### src/rtl/seg_bus_monitor.sv
// Seven-segment bus reader: debounces each multiplexed digit, decodes it back to hex
// and keeps a per-digit shadow with freshness timers and sticky error flags.
module seg_bus_monitor #(
    parameter int STABLE_CYCLES   = 4,
    parameter int REFRESH_TIMEOUT = 1024,
    parameter int CNT_W           = 11
) (
    input  logic        clk,
    input  logic        rst,
    input  logic [11:0] segs_in,
    output logic [15:0] digits,
    output logic [3:0]  dp,
    output logic [3:0]  digit_valid,
    output logic        capture_stb,
    output logic [1:0]  capture_idx,
    output logic        frame_done,
    output logic        err_pattern,
    output logic        err_collision
);
    typedef enum logic [1:0] {TRACK, EVAL, HOLD} state_t;

    state_t           state;
    logic [11:0]      sample;
    logic [11:0]      prev_sample;
    logic [CNT_W-1:0] stable_cnt;
    logic [CNT_W-1:0] timer [4];
    logic [3:0]       seen;

    logic             changed;
    logic [3:0]       en;
    logic [2:0]       en_cnt;
    logic [1:0]       en_idx;
    logic [6:0]       seg_on;
    logic             blank;
    logic             legal;
    logic [3:0]       code;
    logic [3:0]       seen_base;
    logic [CNT_W-1:0] cnt_inc;

    // EVAL looks at prev_sample: it always holds the settled pattern, while sample
    // may already carry the next bus value.
    always_comb begin
        changed   = sample != prev_sample;
        en        = ~prev_sample[11:8];
        en_cnt    = 3'(en[0]) + 3'(en[1]) + 3'(en[2]) + 3'(en[3]);
        en_idx    = 2'd0;
        for (int i = 0; i < 4; i++) begin
            if (en[i]) en_idx = 2'(i);
        end
        seg_on    = ~prev_sample[6:0];
        blank     = seg_on == 7'h00;
        legal     = 1'b1;
        code      = 4'h0;
        case (seg_on)
            7'h3F: code = 4'h0;
            7'h06: code = 4'h1;
            7'h5B: code = 4'h2;
            7'h4F: code = 4'h3;
            7'h66: code = 4'h4;
            7'h6D: code = 4'h5;
            7'h7D: code = 4'h6;
            7'h07: code = 4'h7;
            7'h7F: code = 4'h8;
            7'h6F: code = 4'h9;
            7'h77: code = 4'hA;
            7'h7C: code = 4'hB;
            7'h39: code = 4'hC;
            7'h5E: code = 4'hD;
            7'h79: code = 4'hE;
            7'h71: code = 4'hF;
            default: legal = 1'b0;
        endcase
        seen_base = (seen == 4'hF) ? 4'h0 : seen;
        cnt_inc   = changed ? CNT_W'(1) : stable_cnt + CNT_W'(1);
    end

    always_ff @(posedge clk) begin
        if (rst) begin
            state         <= TRACK;
            sample        <= '1;
            prev_sample   <= '1;
            stable_cnt    <= '0;
            digits        <= '0;
            dp            <= '0;
            digit_valid   <= '0;
            capture_stb   <= 1'b0;
            capture_idx   <= 2'd0;
            frame_done    <= 1'b0;
            err_pattern   <= 1'b0;
            err_collision <= 1'b0;
            seen          <= '0;
            for (int i = 0; i < 4; i++) timer[i] <= '0;
        end else begin
            sample      <= segs_in;
            prev_sample <= sample;
            capture_stb <= 1'b0;
            frame_done  <= seen == 4'hF;
            seen        <= seen_base;

            for (int i = 0; i < 4; i++) begin
                if (timer[i] == CNT_W'(1)) digit_valid[i] <= 1'b0;
                if (timer[i] != '0) timer[i] <= timer[i] - CNT_W'(1);
            end

            // EVAL actions come after the timer loop so a capture beats a same-cycle expiry.
            case (state)
                TRACK: begin
                    stable_cnt <= cnt_inc;
                    if (cnt_inc == CNT_W'(STABLE_CYCLES)) state <= EVAL;
                end
                EVAL: begin
                    if (en_cnt > 3'd1) begin
                        err_collision <= 1'b1;
                    end else if (en_cnt == 3'd1) begin
                        if (blank) begin
                            digit_valid[en_idx] <= 1'b0;
                        end else if (!legal) begin
                            err_pattern         <= 1'b1;
                            digit_valid[en_idx] <= 1'b0;
                        end else begin
                            digits[{en_idx, 2'b00} +: 4] <= code;
                            dp[en_idx]                   <= ~prev_sample[7];
                            digit_valid[en_idx]          <= 1'b1;
                            capture_stb                  <= 1'b1;
                            capture_idx                  <= en_idx;
                            seen                         <= seen_base | (4'b0001 << en_idx);
                            timer[en_idx]                <= CNT_W'(REFRESH_TIMEOUT);
                        end
                    end
                    // A bus change landing on the EVAL cycle must not be lost in HOLD.
                    if (changed) begin
                        stable_cnt <= CNT_W'(1);
                        state      <= TRACK;
                    end else begin
                        state <= HOLD;
                    end
                end
                HOLD: begin
                    if (changed) begin
                        stable_cnt <= CNT_W'(1);
                        state      <= TRACK;
                    end
                end
                default: state <= TRACK;
            endcase
        end
    end
endmodule

### config.mk
export PLATFORM = sky130hd
export DESIGN_NAME = seg_bus_monitor
export DESIGN_NICKNAME = d
export VERILOG_FILES = /design/src/rtl/seg_bus_monitor.sv
export SDC_FILE = /design/constraint.sdc
export NUM_CORES = 1
export LEC_CHECK = 0
export CORE_UTILIZATION = 45
export DETAILED_ROUTE_END_ITERATION = 12
export HOLD_SLACK_MARGIN = 0.02
export PLACE_DENSITY = 0.6
export SYNTH_ARGS = -nofsm -noshare
export SYNTH_HDL_FRONTEND = slang
export SYNTH_SLANG_ARGS = --single-unit
### constraint.sdc
create_clock -name clk -period 3.8 [get_ports clk]
set_input_delay 0.76 -clock clk [delete_from_list [all_inputs] [get_ports clk]]
set_output_delay 0.76 -clock clk [all_outputs]
set_load 0.02 [all_outputs]
; Word level (Yosys, flattened, before mapping)
; Memory sizes are Yosys's and may differ from the RTL's.
; Index checks and enable logic that the tools add are counted.
[classes]
n_addsub = 9
magnitude_cmp = 3
eq_ne = 29
n_shift = 3
muxes = 60
bitwise_logic = 14
n_reduce_logical = 15
[op_table]
columns = operator, count
row1 = $eq 7x7->1 const B, 12
row2 = $mux 11, 6
row3 = $pmux 4 s15, 1
row4 = $eq 11x1->1 const B, 4
row5 = $mux 4, 11
row6 = $reduce_bool 11->1, 4
row7 = $sub 11x1->11 const B, 4
row8 = $mux 1, 32
row9 = $pmux 11 s2, 1
row10 = $bwmux 16, 1
row11 = $reduce_or 16->1, 1
row12 = $shift 4x6->16 const A, 1
row13 = $shiftx 4x6->16, 1
row14 = $eq 7x3->1 const B, 2
row15 = $eq 7x6->1 const B, 2
row16 = $ne 12x12->1, 1
row17 = $add 11x1->11 const B, 1
row18 = $eq 11x3->1 const B, 1
row19 = $mux 2, 5
row20 = $reduce_and 5->1, 2
row21 = $not 4->4, 2
row22 = $or 4x4->4, 2
row23 = $logic_not 7->1, 1
row24 = $not 7->7, 1
row25 = 25 further kinds, 34
[word_totals]
ff_bits = 71
ramBits = 44
input_bits = 14
output_inout_bits = 30
wordCells = 147
n_memories = 1
[mem_list]
columns = name, words, width, rd, rd_ports_with_merged_regs, wr, line_no
row1 = timer, 4, 11, 4, 0, 5, 26  ; logic [CNT_W-1:0] timer [4];

; Longest topological paths before layout
[logic_depth]
word_depth = 15
ltp_mapped = 10
mapped_depth_nobuf = 10

; Least setup slack after synthesis
; OpenSTA, ideal clock, no wires.
[synth_path]
kind = reg2reg
startpoint = reg prev_sample[8]
endpoint = mem timer[0][0]
setup_ns = 0.131
t_arrival_ns = 2.677
required_ns = 3.669
slack_ns = 0.992
path_stages_with_launch = 10
n_path_buf = 1
synth_period_minus_slack_ns = 2.808
path_cell_list = dfxtp_1 -> fa_1 -> inv_1 -> ha_1 -> inv_1 -> ha_1 -> or4_1 -> clkbuf_1 -> o31ai_4 -> nor2_1
[synth_rtl]
columns = item, line_no
row1 = start: declaration, 24  ; logic [11:0] prev_sample;
row2 = start signal: assignment, 95  ; prev_sample <= sample;
row3 = end: declaration, 26

==> impl_metrics.ini <==
[floorplan]
start_util_pct = 46.9
die_width_um = 115
die_area_um2 = 13200
fp-row-count = 40
die_h_um = 115
io_pins = 44
core_region_area_um2 = 12200

[yosys]
synth_area_um2 = 5730
synth_compound_area_share_pct = 13.2
ys_async_sr_fraction_pct = 0
yosys.area.top_type = dfxtp_1
yosys.area_share.xor_xnor_pct = 7.04
synth_area_leaders = dfxtp_1 40%, nor2_1 4.5%, ha_1 4.2%, nand2_1 4.1%, xnor2_1 4.0%
synth-simple-area-share_pct = 26.7
ys_types = 72
syn-instance-count = 635
synth.top_cell.area_share_pct = 40.2
ys.flop_type = dfxtp_1
syn_nets = 669
synth_fa_ha_area_share_pct = 4.50
muxShareOfSynthArea_pct = 4.48
synth-edff-count = 0
synth_top_family_by_area = simple AND/OR/NAND/NOR gates
yosysSeqAreaShare_pct = 40.2
yosysWarnings = 0
ys_ff_latch = 115
syn_avg_cell_area_um2 = 9.02

[global_routing]
gr-total-overflow = 0
globalRouteTotalUtil_pct = 20.0
top_usage_layer = met2
grt_pass1_vias = 4403
antenna_found_initial = 0
grt_pass1_wl_um = 20600
grtUsageMet2_pct = 33.3
grt_max_degree = 59
grt_util_met1_pct = 24.6
grt_use_met3_pct = 7.17

[timing]
hold_viol_final = 0
hold_slack_ps = 455
fin_crit_sh_pct = 86.6
worstMarginPinSlew_ps = 885
setup_viol = 0
fmax_ghz = 0.304
fin_crit_ps = 3290
slew_headroom_pct = 40.5
drv_slew = 0
skew_ps = 5.55
rsz0062_at_grt = false
finalSetupTns_ps = 0

[clock_network]
clock_latency_ps = 410
cts_buffer_depth = 2
root_buffer = clkbuf_16
clk_pin_slew_worst_paths_ps = 50
cts_made_buffers = 17
post_cts_buffers = 0
cts_sinks = 115
ctsResizeCount = 0
cts_tree = done
cts_hold_buffers = 0
htree_levels = 4

[place]
dp.cells = 822
port_buffers = 43
dp_hpwl_um = 8210
gp_congestion = 0.803

[layout]
antenna_cells = 0
fin_util_pct = 55.7
final_cell_mix = 115 x dfxtp_1, 69 x nor2_1, 62 x nand2_1, 42 x clkdlybuf4s50_1, 30 x or2_2
drive_gt1_share_pct = 13.2
final_cells = 852
area_growth_pct = 18.7
nets = 707
mostFrequentLayoutCell = dfxtp_1

[drt]
drc = 0
vias = 4522
route.detailed.wl_per_inst_um = 13.7
drtAntennaViolNets = 0
wirelength_um = 11700
first_pass_iters = 5
detail_route.iter0.violations = 247
vias_per_cell = 5.31

[critical_path]
crit_type = flop to flop
worstSetupStartpointType = flop
arrival_ps = 3560
path_max_fanout = 13
required_ps = 4070
end_kind = flop

[pwr]
p_leak_uw = 0.00269
peakVddDrop_mv = 0.287
power.density_nw_per_um2 = 530

[flow_run]
max_cap_viol_count = 0

[status]
status = finished clean

[worst_hold_path]
hold_path.class = flop to flop
## path summary, 6_finish.rpt
kind / start / end / slack, ps / cells after the start
worst max-delay path: prev_sample[11] / timer[2][7] / 510 / 8
worst min-delay path: seen[3] / seen[3] / 460 / 2
worst max register to register: prev_sample[11] / timer[2][7] / 510 / 8
worst min register to register: seen[3] / seen[3] / 460 / 2
## cell families (layout without fill, tap and decap cells)
group,after synthesis,in the layout
simple gates,284,284
xor+xnor,46,46
fa+ha+maj,20,20
buf+inv,48,97
compound gates,99,99
mux,23,23
flops,115,115
## layer usage
layer	wire [µm]	vias up
met5	0	-
met4	133	0
met3	449	16
met2	5560	74
met1	5530	2130
li1	-	2302
## worst max-delay path: stages (launching register included)
cell     delay [ps]
dfxtp_1         620
fa_1            500
inv_1            60
ha_1            160
inv_1            60
ha_1            300
or4_1           790
o31ai_4         560
nor2_1          100
## sequential cells by signal, indices dropped and copies added (netlist names), 2 cells and up
register / count
seen: 4
digit_valid: 4
timer: 44
digits: 16
stable_cnt: 11
sample: 12
state: 2
prev_sample: 12
dp: 4
capture_idx: 2
## layout make-up
| class | instances | area (µm²) |
|---|---|---|
| multi-input combinational | 472 | 3210 |
| clock buffer | 25 | 505 |
| sequential | 115 | 2300 |
| clock inverter | 5 | 50.0 |
| inverter | 22 | 82.6 |
| tap | 168 | 210 |
| fill | 1170 | 5420 |
| timing repair buffer | 45 | 440 |
## power by group
part	switching [µW]	internal, µW
logic	398	346
registers	77.0	1290
clock network	519	973
## Yosys cell counts, types with 11 or more instances
cell / n
a21oi_1: 19
clkbuf_1: 13
dfxtp_1: 115
ha_1: 19
inv_1: 21
mux2i_1: 14
nand2_1: 62
nand2b_1: 12
nand3_1: 15
nor2_1: 69
nor2b_1: 14
nor4_1: 11
o21ai_0: 20
or2_2: 30
or3_1: 11
xnor2_1: 26
xor2_1: 20
## through the flow
step / instance area (µm²) / power (µW) / worst slack [ps]
5_1_grt: 6800 / 3810 / 205
3_3_place_gp: 6240 / 2110 / 587
6_report: 6800 / 3600 / 509
3_5_place_dp: 6240 / 2140 / 483
2_1_floorplan: 5730 / 2000 / 992
4_1_cts: 6800 / 3640 / 476
Power figures use the tool's default switching activity.
